--- config.mk ---
export PLATFORM = sky130hd
export DESIGN_NAME = keypad_entry
export DESIGN_NICKNAME = d
export VERILOG_FILES = /design/src/rtl/keypad_entry.sv
export SDC_FILE = /design/constraint.sdc
export NUM_CORES = 1
export LEC_CHECK = 0
export CORE_ASPECT_RATIO = 1.4
export CORE_MARGIN = 3
export CORE_UTILIZATION = 35
export DETAILED_ROUTE_END_ITERATION = 16
export PLACE_DENSITY = 0.59
export SETUP_SLACK_MARGIN = 0.1
export SYNTH_ARGS = -nofsm -noshare
export SYNTH_HDL_FRONTEND = slang
export SYNTH_SLANG_ARGS = --single-unit
--- constraint.sdc ---
create_clock -name clk -period 3.22 [get_ports clk]
set_input_delay 0.644 -clock clk [delete_from_list [all_inputs] [get_ports clk]]
set_output_delay 0.644 -clock clk [all_outputs]
set_load 0.01 [all_outputs]
--- src/rtl/keypad_entry.sv ---
// 4x4 matrix keypad scanner with debounce, 3-digit BCD entry and BCD-to-binary commit on '#'.
// Define KEYPAD_ECHO_EN to add the echo[17:0] output in seven-segment driver field format.
module keypad_entry #(
    parameter int SCAN_DIV       = 50000,
    parameter int DEBOUNCE_SCANS = 4
) (
    input  logic        clk,
    input  logic        reset,
    input  logic [3:0]  row,
    output logic [3:0]  col,
    output logic [11:0] digits,
    output logic [1:0]  count,
    output logic [7:0]  value,
    output logic        value_valid,
    output logic        overflow,
    output logic [3:0]  key_code,
    output logic        key_strobe
`ifdef KEYPAD_ECHO_EN
    ,
    output logic [17:0] echo
`endif
);

    localparam int DWELL_W = (SCAN_DIV > 2) ? $clog2(SCAN_DIV) : 1;
    localparam int DB_W    = (DEBOUNCE_SCANS > 1) ? $clog2(DEBOUNCE_SCANS + 1) : 1;

    localparam logic [DWELL_W-1:0] DWELL_LAST = DWELL_W'(SCAN_DIV - 1);
    localparam logic [DB_W-1:0]    DB_TARGET  = DB_W'(DEBOUNCE_SCANS);
    localparam bit                 DB_SINGLE  = (DEBOUNCE_SCANS == 1);

    localparam logic [1:0] ST_SCAN       = 2'd0;
    localparam logic [1:0] ST_PRESS_DB   = 2'd1;
    localparam logic [1:0] ST_PRESSED    = 2'd2;
    localparam logic [1:0] ST_RELEASE_DB = 2'd3;

    localparam logic [3:0] KEY_CLEAR = 4'd12;
    localparam logic [3:0] KEY_ENTER = 4'd14;
    localparam logic [3:0] ROWS_IDLE = 4'hF;

    logic [1:0]         state;
    logic [1:0]         col_idx;
    logic [DWELL_W-1:0] dwell;
    logic [DB_W-1:0]    db_cnt;
    logic [3:0]         row_lat;
    logic               sample;
    logic [4:0]         key_dec;
    logic [9:0]         entry_sum;

    // Row with the lowest index wins when several rows are pulled low.
    function automatic logic [1:0] low_row_idx(input logic [3:0] r);
        logic [1:0] idx;
        if (!r[0])      idx = 2'd0;
        else if (!r[1]) idx = 2'd1;
        else if (!r[2]) idx = 2'd2;
        else            idx = 2'd3;
        return idx;
    endfunction

    // Returns {is_digit, bcd} for a key index {row, col}.
    function automatic logic [4:0] key_digit(input logic [3:0] code);
        logic [4:0] d;
        case (code)
            4'd0:    d = {1'b1, 4'd1};
            4'd1:    d = {1'b1, 4'd2};
            4'd2:    d = {1'b1, 4'd3};
            4'd4:    d = {1'b1, 4'd4};
            4'd5:    d = {1'b1, 4'd5};
            4'd6:    d = {1'b1, 4'd6};
            4'd8:    d = {1'b1, 4'd7};
            4'd9:    d = {1'b1, 4'd8};
            4'd10:   d = {1'b1, 4'd9};
            4'd13:   d = {1'b1, 4'd0};
            default: d = 5'd0;
        endcase
        return d;
    endfunction

    function automatic logic [9:0] bcd_to_bin(input logic [11:0] d);
        return 10'(d[11:8]) * 10'd100 + 10'(d[7:4]) * 10'd10 + 10'(d[3:0]);
    endfunction

    function automatic logic [1:0] sat_inc(input logic [1:0] c);
        return (c == 2'd3) ? 2'd3 : c + 2'd1;
    endfunction

    assign sample     = (dwell == DWELL_LAST);
    assign col        = ~(4'b0001 << col_idx);
    assign key_strobe = (state == ST_PRESSED);
    assign key_dec    = key_digit(key_code);
    assign entry_sum  = bcd_to_bin(digits);

    // Scan / debounce control
    always_ff @(posedge clk) begin
        if (reset) begin
            state    <= ST_SCAN;
            col_idx  <= 2'd0;
            dwell    <= '0;
            db_cnt   <= '0;
            key_code <= 4'd0;
        end else begin
            dwell <= sample ? '0 : dwell + 1'b1;
            case (state)
                ST_SCAN: begin
                    if (sample) begin
                        if (row == ROWS_IDLE) begin
                            col_idx <= col_idx + 2'd1;
                        end else if (DB_SINGLE) begin
                            state    <= ST_PRESSED;
                            key_code <= {low_row_idx(row), col_idx};
                            db_cnt   <= '0;
                        end else begin
                            state  <= ST_PRESS_DB;
                            db_cnt <= DB_W'(1);
                        end
                    end
                end
                ST_PRESS_DB: begin
                    if (sample) begin
                        if (row != row_lat) begin
                            state  <= ST_SCAN;
                            db_cnt <= '0;
                        end else if (db_cnt + 1'b1 == DB_TARGET) begin
                            state    <= ST_PRESSED;
                            key_code <= {low_row_idx(row), col_idx};
                            db_cnt   <= '0;
                        end else begin
                            db_cnt <= db_cnt + 1'b1;
                        end
                    end
                end
                ST_PRESSED: begin
                    state  <= ST_RELEASE_DB;
                    db_cnt <= '0;
                end
                ST_RELEASE_DB: begin
                    // Column stays put until the key has been seen released long enough.
                    if (sample) begin
                        if (row != ROWS_IDLE) begin
                            db_cnt <= '0;
                        end else if (db_cnt + 1'b1 == DB_TARGET) begin
                            state   <= ST_SCAN;
                            col_idx <= col_idx + 2'd1;
                            db_cnt  <= '0;
                        end else begin
                            db_cnt <= db_cnt + 1'b1;
                        end
                    end
                end
                default: begin
                    state  <= ST_SCAN;
                    db_cnt <= '0;
                end
            endcase
        end
    end

    // Row pattern captured at first detection; compared on later debounce samples.
    always_ff @(posedge clk) begin
        if (state == ST_SCAN && sample && row != ROWS_IDLE)
            row_lat <= row;
    end

    // Key action stage: acts during the strobe cycle, results visible next cycle
    always_ff @(posedge clk) begin
        if (reset) begin
            digits      <= 12'd0;
            count       <= 2'd0;
            value       <= 8'd0;
            value_valid <= 1'b0;
            overflow    <= 1'b0;
        end else begin
            value_valid <= 1'b0;
            if (state == ST_PRESSED) begin
                if (key_dec[4]) begin
                    digits <= {digits[7:0], key_dec[3:0]};
                    count  <= sat_inc(count);
                end else if (key_code == KEY_CLEAR) begin
                    digits   <= 12'd0;
                    count    <= 2'd0;
                    overflow <= 1'b0;
                end else if (key_code == KEY_ENTER) begin
                    digits <= 12'd0;
                    count  <= 2'd0;
                    if (entry_sum[9:8] == 2'b00) begin
                        value       <= entry_sum[7:0];
                        value_valid <= 1'b1;
                        overflow    <= 1'b0;
                    end else begin
                        overflow <= 1'b1;
                    end
                end
            end
        end
    end

`ifdef KEYPAD_ECHO_EN
    // Field p (0 = ones) is {en, bcd, dp}; en lights only the digits actually entered.
    always_comb begin
        echo = 18'd0;
        for (int p = 0; p < 3; p++) begin
            echo[p*6 +: 6] = {(p < int'(count)), digits[p*4 +: 4], 1'b0};
        end
    end
`endif

endmodule

==> results of run 1 <==
-- power by group through the flow --
stage / Sequential (mW) / Clock (mW) / Combinational [mW]
2_1_floorplan: 0.770 / 0 / 0.0182
3_3_place_gp: 0.771 / 0 / 0.0347
3_5_place_dp: 0.771 / 0 / 0.0354
4_1_cts: 0.755 / 0.962 / 0.0354
5_1_grt: 0.754 / 0.992 / 0.0397
6_report: 0.754 / 0.935 / 0.0345
-- cell type report --
type / count / area, um^2 / area share (%)
flip-flops and latches: 60 / 1255 / 28.94
repair buffers: 52 / 498.0 / 11.48
clock buffers: 10 / 229.0 / 5.280
multi-input cells: 259 / 2063 / 47.58
inverters: 25 / 93.84 / 2.164
well taps: 107 / 133.9 / 3.087
clock inverters: 6 / 63.81 / 1.471
-- synthesized netlist by cell type, types with 4 or more instances --
| cell | n | area (um^2) |
|---|---|---|
| sky130_fd_sc_hd__a22oi_1 | 13 | 97.59 |
| sky130_fd_sc_hd__nor2_1 | 62 | 232.7 |
| sky130_fd_sc_hd__xor2_1 | 13 | 113.9 |
| sky130_fd_sc_hd__fa_1 | 5 | 100.1 |
| sky130_fd_sc_hd__inv_1 | 25 | 93.84 |
| sky130_fd_sc_hd__a21oi_1 | 16 | 80.08 |
| sky130_fd_sc_hd__nand2_1 | 20 | 75.07 |
| sky130_fd_sc_hd__edfxtp_1 | 4 | 120.1 |
| sky130_fd_sc_hd__clkbuf_1 | 8 | 30.03 |
| sky130_fd_sc_hd__mux2i_1 | 11 | 110.1 |
| sky130_fd_sc_hd__ha_1 | 34 | 425.4 |
| sky130_fd_sc_hd__o21ai_0 | 8 | 40.04 |
| sky130_fd_sc_hd__xnor2_1 | 13 | 113.9 |
| sky130_fd_sc_hd__dfxtp_1 | 56 | 1121 |
| sky130_fd_sc_hd__nand3_1 | 8 | 40.04 |
-- sequential cells by signal (all words and copies together), names as in the netlist, named ones only --
signal and flops:
col_idx 2, count 2, db_cnt 3, digits 12, dwell 16, key_code 4
key_dec 5, overflow 1, row_lat 4, state 1, value 8, value_valid 1
-- metrics by stage --
step                util [%]  cells  hold slack, ps  total power, mW  instance area (um^2)
floorplan                  -    357           429.5           0.7885                  3453
global placement       44.00    503           443.9           0.8052                  4018
detailed placement     44.00    503           458.6           0.8061                  4018
CTS                    47.33    519           471.0            1.752                  4322
global route           47.49    519           505.1            1.786                  4337
finish                 47.49    519           464.6            1.724                  4337
-- final timing paths --
path	start	end	slack, ps	depth (start not counted)
worst max-delay path	digits[5]	value[7]	120	14
worst min-delay path	dwell[0]	dwell[0]	460	1
worst max register to register	digits[5]	value[7]	120	14
worst min register to register	dwell[0]	dwell[0]	460	1
-- routing by layer --
metal | part of all wire (%) | GRT usage [%] | wire length [um]
met5 | 0 | 0 | 0
met4 | 1.8 | 5.671 | 126
met3 | 3.6 | 3.872 | 257
met2 | 53 | 25.66 | 3802
met1 | 41 | 17.29 | 2964
-- critical path, cell delays in order, from the launching register on --
cell and delay, ps:
sky130_fd_sc_hd__dfxtp_4 350, sky130_fd_sc_hd__ha_4 240, sky130_fd_sc_hd__ha_4 160, sky130_fd_sc_hd__fa_2 330, sky130_fd_sc_hd__xor2_1 150, sky130_fd_sc_hd__ha_1 330, sky130_fd_sc_hd__ha_4 250, sky130_fd_sc_hd__a21oi_4 130
sky130_fd_sc_hd__o21a_1 180, sky130_fd_sc_hd__o31ai_4 80, sky130_fd_sc_hd__xnor2_2 180, sky130_fd_sc_hd__nor3_4 210, sky130_fd_sc_hd__buf_12 160, sky130_fd_sc_hd__mux2i_1 180, sky130_fd_sc_hd__nor2_1 50
-- repair_timing --
item	in CTS	in global routing
pin swaps	1	0
endpoints found under the setup margin	8	8
gates resized for setup	2	4
-- kinds of logic (layout without fill, tap and decap cells) --
logic type	count (synthesis)	after routing	share of synthesized area, %
AO/OA/AOI/OAI	63	63	13.40
XOR/XNOR	26	26	6.829
adder cells (fa/ha/maj)	39	39	15.76
buffers and inverters	38	93	4.840
flip-flops	60	60	37.22
multiplexers	11	11	3.302
AND/OR/NAND/NOR	120	120	18.65
==> reports/results.txt, run 1 <==
Hold buffers post-CTS: 0
Global-route usage over all layers: 14.88%
Comb power frac: 2.0%
Total nets after synthesis: 402
Ports: 39
DIE AREA: 0.01075 mm^2
Number of distinct library cell variants in the gate-level netlist after synthesis: 57
X dimension of the die: 88.49 um
Average cell area after synthesis: 9.340 um^2
Worst IR drop on VDD: 0.3329 mV
Wire length of the first global-routing pass: 12,450 um
Final setup fails: 0
Number of nets in the layout: 452
Initial core utilization: 36.52%
Internal power: 1.362 mW
Detailed Place HPWL: 5511 um
Data arrival at the endpoint of the critical path: 3310 ps
Drt first-iter violations: 89
Data required time at the worst endpoint: 3430 ps
Overall via count from detail_route: 2,631
Number of antenna violations at the first check in global routing: 0
Flip-flop cell with the highest count after synthesis: sky130_fd_sc_hd__dfxtp_1
Path class of the lowest-slack min-delay path: flop to flop
Setup Skew: 4.486 ps
Number of synthesis warnings: 0
Pin count of the biggest net entering global routing: 21
Clock power share: 54.3%
Fill count: 869
Period minus WS final: 3103 ps
Sw Share: 20.97%
Share of total power in sequential cells: 43.7%
Startpoint Class: flop
Kind of critical path: flop to flop
Async set or reset register ratio after synthesis: 0%
Site row count: 41
Clock transition at the register clock pins on the worst setup and hold paths after CTS: 50 ps
Setup TNS Final: 0 ps
Leading cell type in the layout, fill and taps excluded: sky130_fd_sc_hd__nor2_1
Master cell of the clock root buffer: sky130_fd_sc_hd__clkbuf_16
Routability congestion estimate from global placement: 0.7789
Buffers inserted during post-CTS setup optimization: 0
Slack of the critical path: 117.4 ps
Count of unresolved DRC violations after routing: 0
Critical Path End Type: flop
Setup repair after global routing missed its margin: true
Fraction of the cycle the final worst path needs: 96.35%
Sequential area share after synthesis: 37.22%
Synth Cell Area: 0.003334 mm^2
Top library cells by usage in the layout, fill and taps aside: sky130_fd_sc_hd__nor2_1 (62), sky130_fd_sc_hd__dfxtp_1 (51), sky130_fd_sc_hd__clkdlybuf4s50_1 (38)
Wire per inst: 13.78 um
Grt total ovfl: 0
Inserted Diodes: 0
Number of enable flip-flop cells after synthesis: 4
First-pass detailed-route iteration total: 4
Number of I/O port buffers: 38
Number of max-slew violations in the final report: 0
Setup WS pre-CTS: 83.57 ps
TritonCTS clock tree: built
Sink count of the clock tree: 60
Power dissipated by switching net loads: 0.3616 mW
Worst slew slack as a fraction of its limit: 46.72%
Max Fanout on Critical Path: 9
Worst-margin pin slew: 791.9 ps
Deepest level of the CTS H-tree: 3
Total Wirelength: 7152 um
Detail-routed via count per cell: 5.069
Outcome: complete, no violations
Cell count after synthesis: 357
Number of violations of the max-capacitance limit: 0
Hold Vio Cnt, Final: 0
Layout cell share with drive strength beyond 1: 16.02%
Leakage power figure: 1.760 nW
Peak clock frequency supported by timing: 0.3223 GHz
Worst-case clock buffer depth: 2
Area delta synth->final: 30.06%
Number of synthesized register bits: 60
Vertical extent of the die: 121.5 um
Power density over the cells: 397.5 mW/mm^2
Post-route antenna net violation count: 0
Floorplan Core Area: 0.009131 mm^2
TritonCTS Buffers: 9
Clock latency on the worst-skew pair: 320 ps
Via count of the first global-routing pass: 2,666
No activity file was read; power rests on OpenSTA's default activity.
==> inputs of run 2 (changes only) <==
--- a/config.mk
+++ b/config.mk
@@ -5,6 +5,8 @@
 export SDC_FILE = /design/constraint.sdc
 export NUM_CORES = 1
 export LEC_CHECK = 0
+export ABC_AREA = 1
+export CAP_MARGIN = 20
 export CORE_ASPECT_RATIO = 1.4
 export CORE_MARGIN = 3
 export CORE_UTILIZATION = 35
==> run 2 against run 1 <==
Compared with the run above: die area rose by 8.6%; sequential share of layout area fell by 1.8 points; fmax rose by 5.4%; cell count rose by 32%; cell area rose by 5.9%; clock skew rose by 1.5 ps; via count rose by 24%; critical path type unchanged.
==> reports/results.txt, run 2 <==
Outcome: complete, no violations
Grt total ovfl: 0 (unchanged)
X dimension of the die: 92.20 um (+4.2%)
Via count of the first global-routing pass: 3,100 (+16%)
Leading cell type in the layout, fill and taps excluded: sky130_fd_sc_hd__nand2_1
Fraction of the mapped netlist area in compound gates: 8.866% (-4.5 points)
Ranking of synthesized cells by instance count: sky130_fd_sc_hd__nand2_1 (136), sky130_fd_sc_hd__inv_1 (64), sky130_fd_sc_hd__dfxtp_1 (56), sky130_fd_sc_hd__nor2_1 (46), sky130_fd_sc_hd__a21oi_1 (36)
Startpoint of the tightest hold check path: key_dec[0]
Power Total: 1.763 mW (+2.3%)
First-pass detailed-route iteration total: 4 (unchanged)
Power density over the cells: 384.1 mW/mm^2 (-3.4%)
Yosys top cell by area: sky130_fd_sc_hd__dfxtp_1
Pin count of the biggest net entering global routing: 25 (+19%)
Total Wirelength: 8175 um (+14%)
Dominant combinational cell family by area after synthesis: simple AND/OR/NAND/NOR gates
Wire per inst: 11.90 um (-14%)
Number of max-slew violations in the final report: 0 (unchanged)
Detail-routed via count per cell: 4.738 (-6.5%)
Setup TNS Final: 0 ps (unchanged)
Master cell of the clock root buffer: sky130_fd_sc_hd__clkbuf_16
Worst slew slack as a fraction of its limit: 69.05% (+22 points)
Ports: 39 (unchanged)
Data required time at the worst endpoint: 3490 ps (+60 ps)
Largest Register: dwell
Most used cell, CP: sky130_fd_sc_hd__nand2_1
Worst-case clock buffer depth: 2 (unchanged)
Initial core utilization: 36.38% (-0.13 points)
Flip-flop count of the largest register, all copies and words added: 16 (unchanged)
Setup repair after global routing missed its margin: false
Layout cell share with drive strength beyond 1: 11.41% (-4.6 points)
Hold Vio Cnt, Final: 0 (unchanged)
Number of distinct library cell variants in the gate-level netlist after synthesis: 38 (-33%)
Area share of the leading cell type in the synthesized netlist: 30.79% (-2.8 points)
Final setup fails: 0 (unchanged)
Number of enable flip-flop cells after synthesis: 4 (unchanged)
Period minus WS final: 2944 ps (-158.1 ps)
TritonCTS clock tree: built
Number of synthesis warnings: 0 (unchanged)
Data arrival at the endpoint of the critical path: 3220 ps (-90 ps)
Number of antenna violations at the first check in global routing: 0 (unchanged)
Multiplexer fraction of the synthesized cell area: 0% (-3.3 points)
Synth top area cells: sky130_fd_sc_hd__dfxtp_1 (31%), sky130_fd_sc_hd__nand2_1 (14%), sky130_fd_sc_hd__ha_1 (12%), sky130_fd_sc_hd__inv_1 (6.6%), sky130_fd_sc_hd__a21oi_1 (4.9%)
Setup Skew: 6.002 ps (+1.517 ps)
TritonCTS Buffers: 9 (unchanged)
Simple-gate share of the synthesized area: 31.65% (+13 points)
Crit-path cells: ha_1 > ha_1 > fa_1 > ha_1 > ha_4 > nand2_1 > inv_1 > nand3_1 > nand2_1 > nand2_1 > nand2_2 > nand3_4 > buf_6 > nand2_1 > nand2_1 > nor2_2
Startpoint Class: flop
Deepest level of the CTS H-tree: 3 (unchanged)
Number of nets in the layout: 592 (+31%)
Sink count of the clock tree: 60 (unchanged)
Synth Cell Area: 0.003641 mm^2 (+9.2%)
Flip-flop cell with the highest count after synthesis: sky130_fd_sc_hd__dfxtp_1
Async set or reset register ratio after synthesis: 0% (unchanged)
Critical Path End Type: flop
Buf/Inv on CP: 2 (+1)
Count of unresolved DRC violations after routing: 0 (unchanged)
Cell count after synthesis: 498 (+39%)
Peak clock frequency supported by timing: 0.3396 GHz (+5.4%)
Number of synthesized register bits: 60 (unchanged)
Post-Synth Adder-Cell Area: 14.43% (-1.3 points)
Post-route antenna net violation count: 0 (unchanged)
Total nets after synthesis: 543 (+35%)
Routability congestion estimate from global placement: 0.8699 (+12%)
Vertical extent of the die: 126.7 um (+4.3%)
Average cell area after synthesis: 7.311 um^2 (-22%)
Drt first-iter violations: 119 (+34%)
Sequential area share after synthesis: 34.09% (-3.1 points)
Top library cells by usage in the layout, fill and taps aside: sky130_fd_sc_hd__nand2_1 (136), sky130_fd_sc_hd__inv_1 (64), sky130_fd_sc_hd__dfxtp_1 (53)
Slowest cell on the critical path: sky130_fd_sc_hd__fa_1
Wire length of the first global-routing pass: 13,910 um (+12%)
Global-route usage over all layers: 14.88% (about the same)
Longest individual stage delay on the worst path: 450 ps (+100 ps)
Clock latency on the worst-skew pair: 330 ps (about the same)
Area delta synth->final: 26.08%
Overall via count from detail_route: 3,255 (+24%)
Kind of critical path: flop to flop
Inserted Diodes: 0 (unchanged)
Largest delay share family, worst path: adder cells
Worst-margin pin slew: 463.7 ps (-328.2 ps)
Floorplan Core Area: 0.01001 mm^2 (+9.6%)
Worst Setup SP: digits[8]
Clock transition at the register clock pins on the worst setup and hold paths after CTS: 50 ps (about the same)
Reg2reg start: digits[8]
Max Fanout on Critical Path: 8 (-1)
Leakage power figure: 2.100 nW (+19%)
Number of violations of the max-capacitance limit: 0 (unchanged)
Path class of the lowest-slack min-delay path: flop to flop
Worst IR drop on VDD: 0.2392 mV (-28%)
Detailed Place HPWL: 6520 um (+18%)
Most common cell in the netlist: sky130_fd_sc_hd__nand2_1
Largest registers ranked by flip-flop count: dwell x16, digits x12, value x8
Post-Synth XOR/XNOR Area: 2.165% (-4.7 points)
DIE AREA: 0.01168 mm^2 (+8.6%)
Number of I/O port buffers: 38 (unchanged)
Site row count: 43 (+4.9%)
Fraction of the cycle the final worst path needs: 91.44% (-4.9 points)
==> run 2: metal layers <==
metal  up-vias  global-route usage, %  share of wire (%)
met1      1457                  16.32                 42
met5         -                      0                  0
met4         0                  7.087                3.4
li1       1693                      -                  -
met2        81                  26.08                 50
met3        24                  4.448                4.5
==> run 2: where the power goes <==
group	switching (mW)	internal, mW
clock	0.330	0.638
combinational	0.0245	0.0137
sequential	0.00262	0.754
==> run 2: worst register-to-register path, stage by stage, from the launching register on <==
cell	delay, ps
sky130_fd_sc_hd__dfxtp_2	350
sky130_fd_sc_hd__ha_1	300
sky130_fd_sc_hd__ha_1	220
sky130_fd_sc_hd__fa_1	450
sky130_fd_sc_hd__ha_1	340
sky130_fd_sc_hd__ha_4	290
sky130_fd_sc_hd__nand2_1	50
sky130_fd_sc_hd__inv_1	90
sky130_fd_sc_hd__nand3_1	120
sky130_fd_sc_hd__nand2_1	80
sky130_fd_sc_hd__nand2_1	60
sky130_fd_sc_hd__nand2_2	80
sky130_fd_sc_hd__nand3_4	110
sky130_fd_sc_hd__buf_6	150
sky130_fd_sc_hd__nand2_1	50
sky130_fd_sc_hd__nand2_1	50
sky130_fd_sc_hd__nor2_2	80
==> run 2: kinds of logic after synthesis <==
logic type                 count (synthesis)
AOI/OAI and AO/OA                         60
xor gates and xnor gates                   9
adders and majority gates                 39
buffers and inverters                     78
DFF                                       60
and+or+nand+nor                          252
==> run 2: final timing paths <==
| check | to | slack [ps] | depth (start not counted) |
|---|---|---|---|
| setup / recovery | value[6] | 280 | 16 |
| hold / removal | digits[0] | 450 | 2 |
| setup reg to reg | value[6] | 280 | 16 |
| hold reg to reg | digits[0] | 450 | 2 |
==> run 2: what timing repair did <==
item,CTS,global route
gates resized for setup,2,10
hold buffers,0,0
endpoints found under the setup margin,7,10
buffers inserted,0,0
pin swaps,0,7
==> run 2: stage by stage <==
| step | std cells | setup WS [ps] | hold slack, ps | utilization [%] | instance area [um^2] |
|---|---|---|---|---|---|
| final | 687 | 275.5 | 446.8 | 45.87 | 4591 |
| after global routing | 687 | 103.2 | 479.0 | 45.87 | 4591 |
| after CTS | 687 | 111.6 | 449.3 | 45.25 | 4528 |
| after detailed placement | 671 | 27.11 | 442.6 | 42.02 | 4205 |
| after global placement | 671 | 114.2 | 434.3 | 42.02 | 4205 |
| after floorplan | 498 | 121.8 | 428.8 | - | 3642 |
==> run 2: cell type report <==
class | count | area (um^2)
tap | 135 | 168.9
sequential | 60 | 1245
timing repair buffer | 49 | 466.7
clock inverter | 4 | 46.29
inverter | 67 | 251.5
multi-input combinational | 360 | 2156
clock buffer | 12 | 256.5
fill | 1010 | 5416
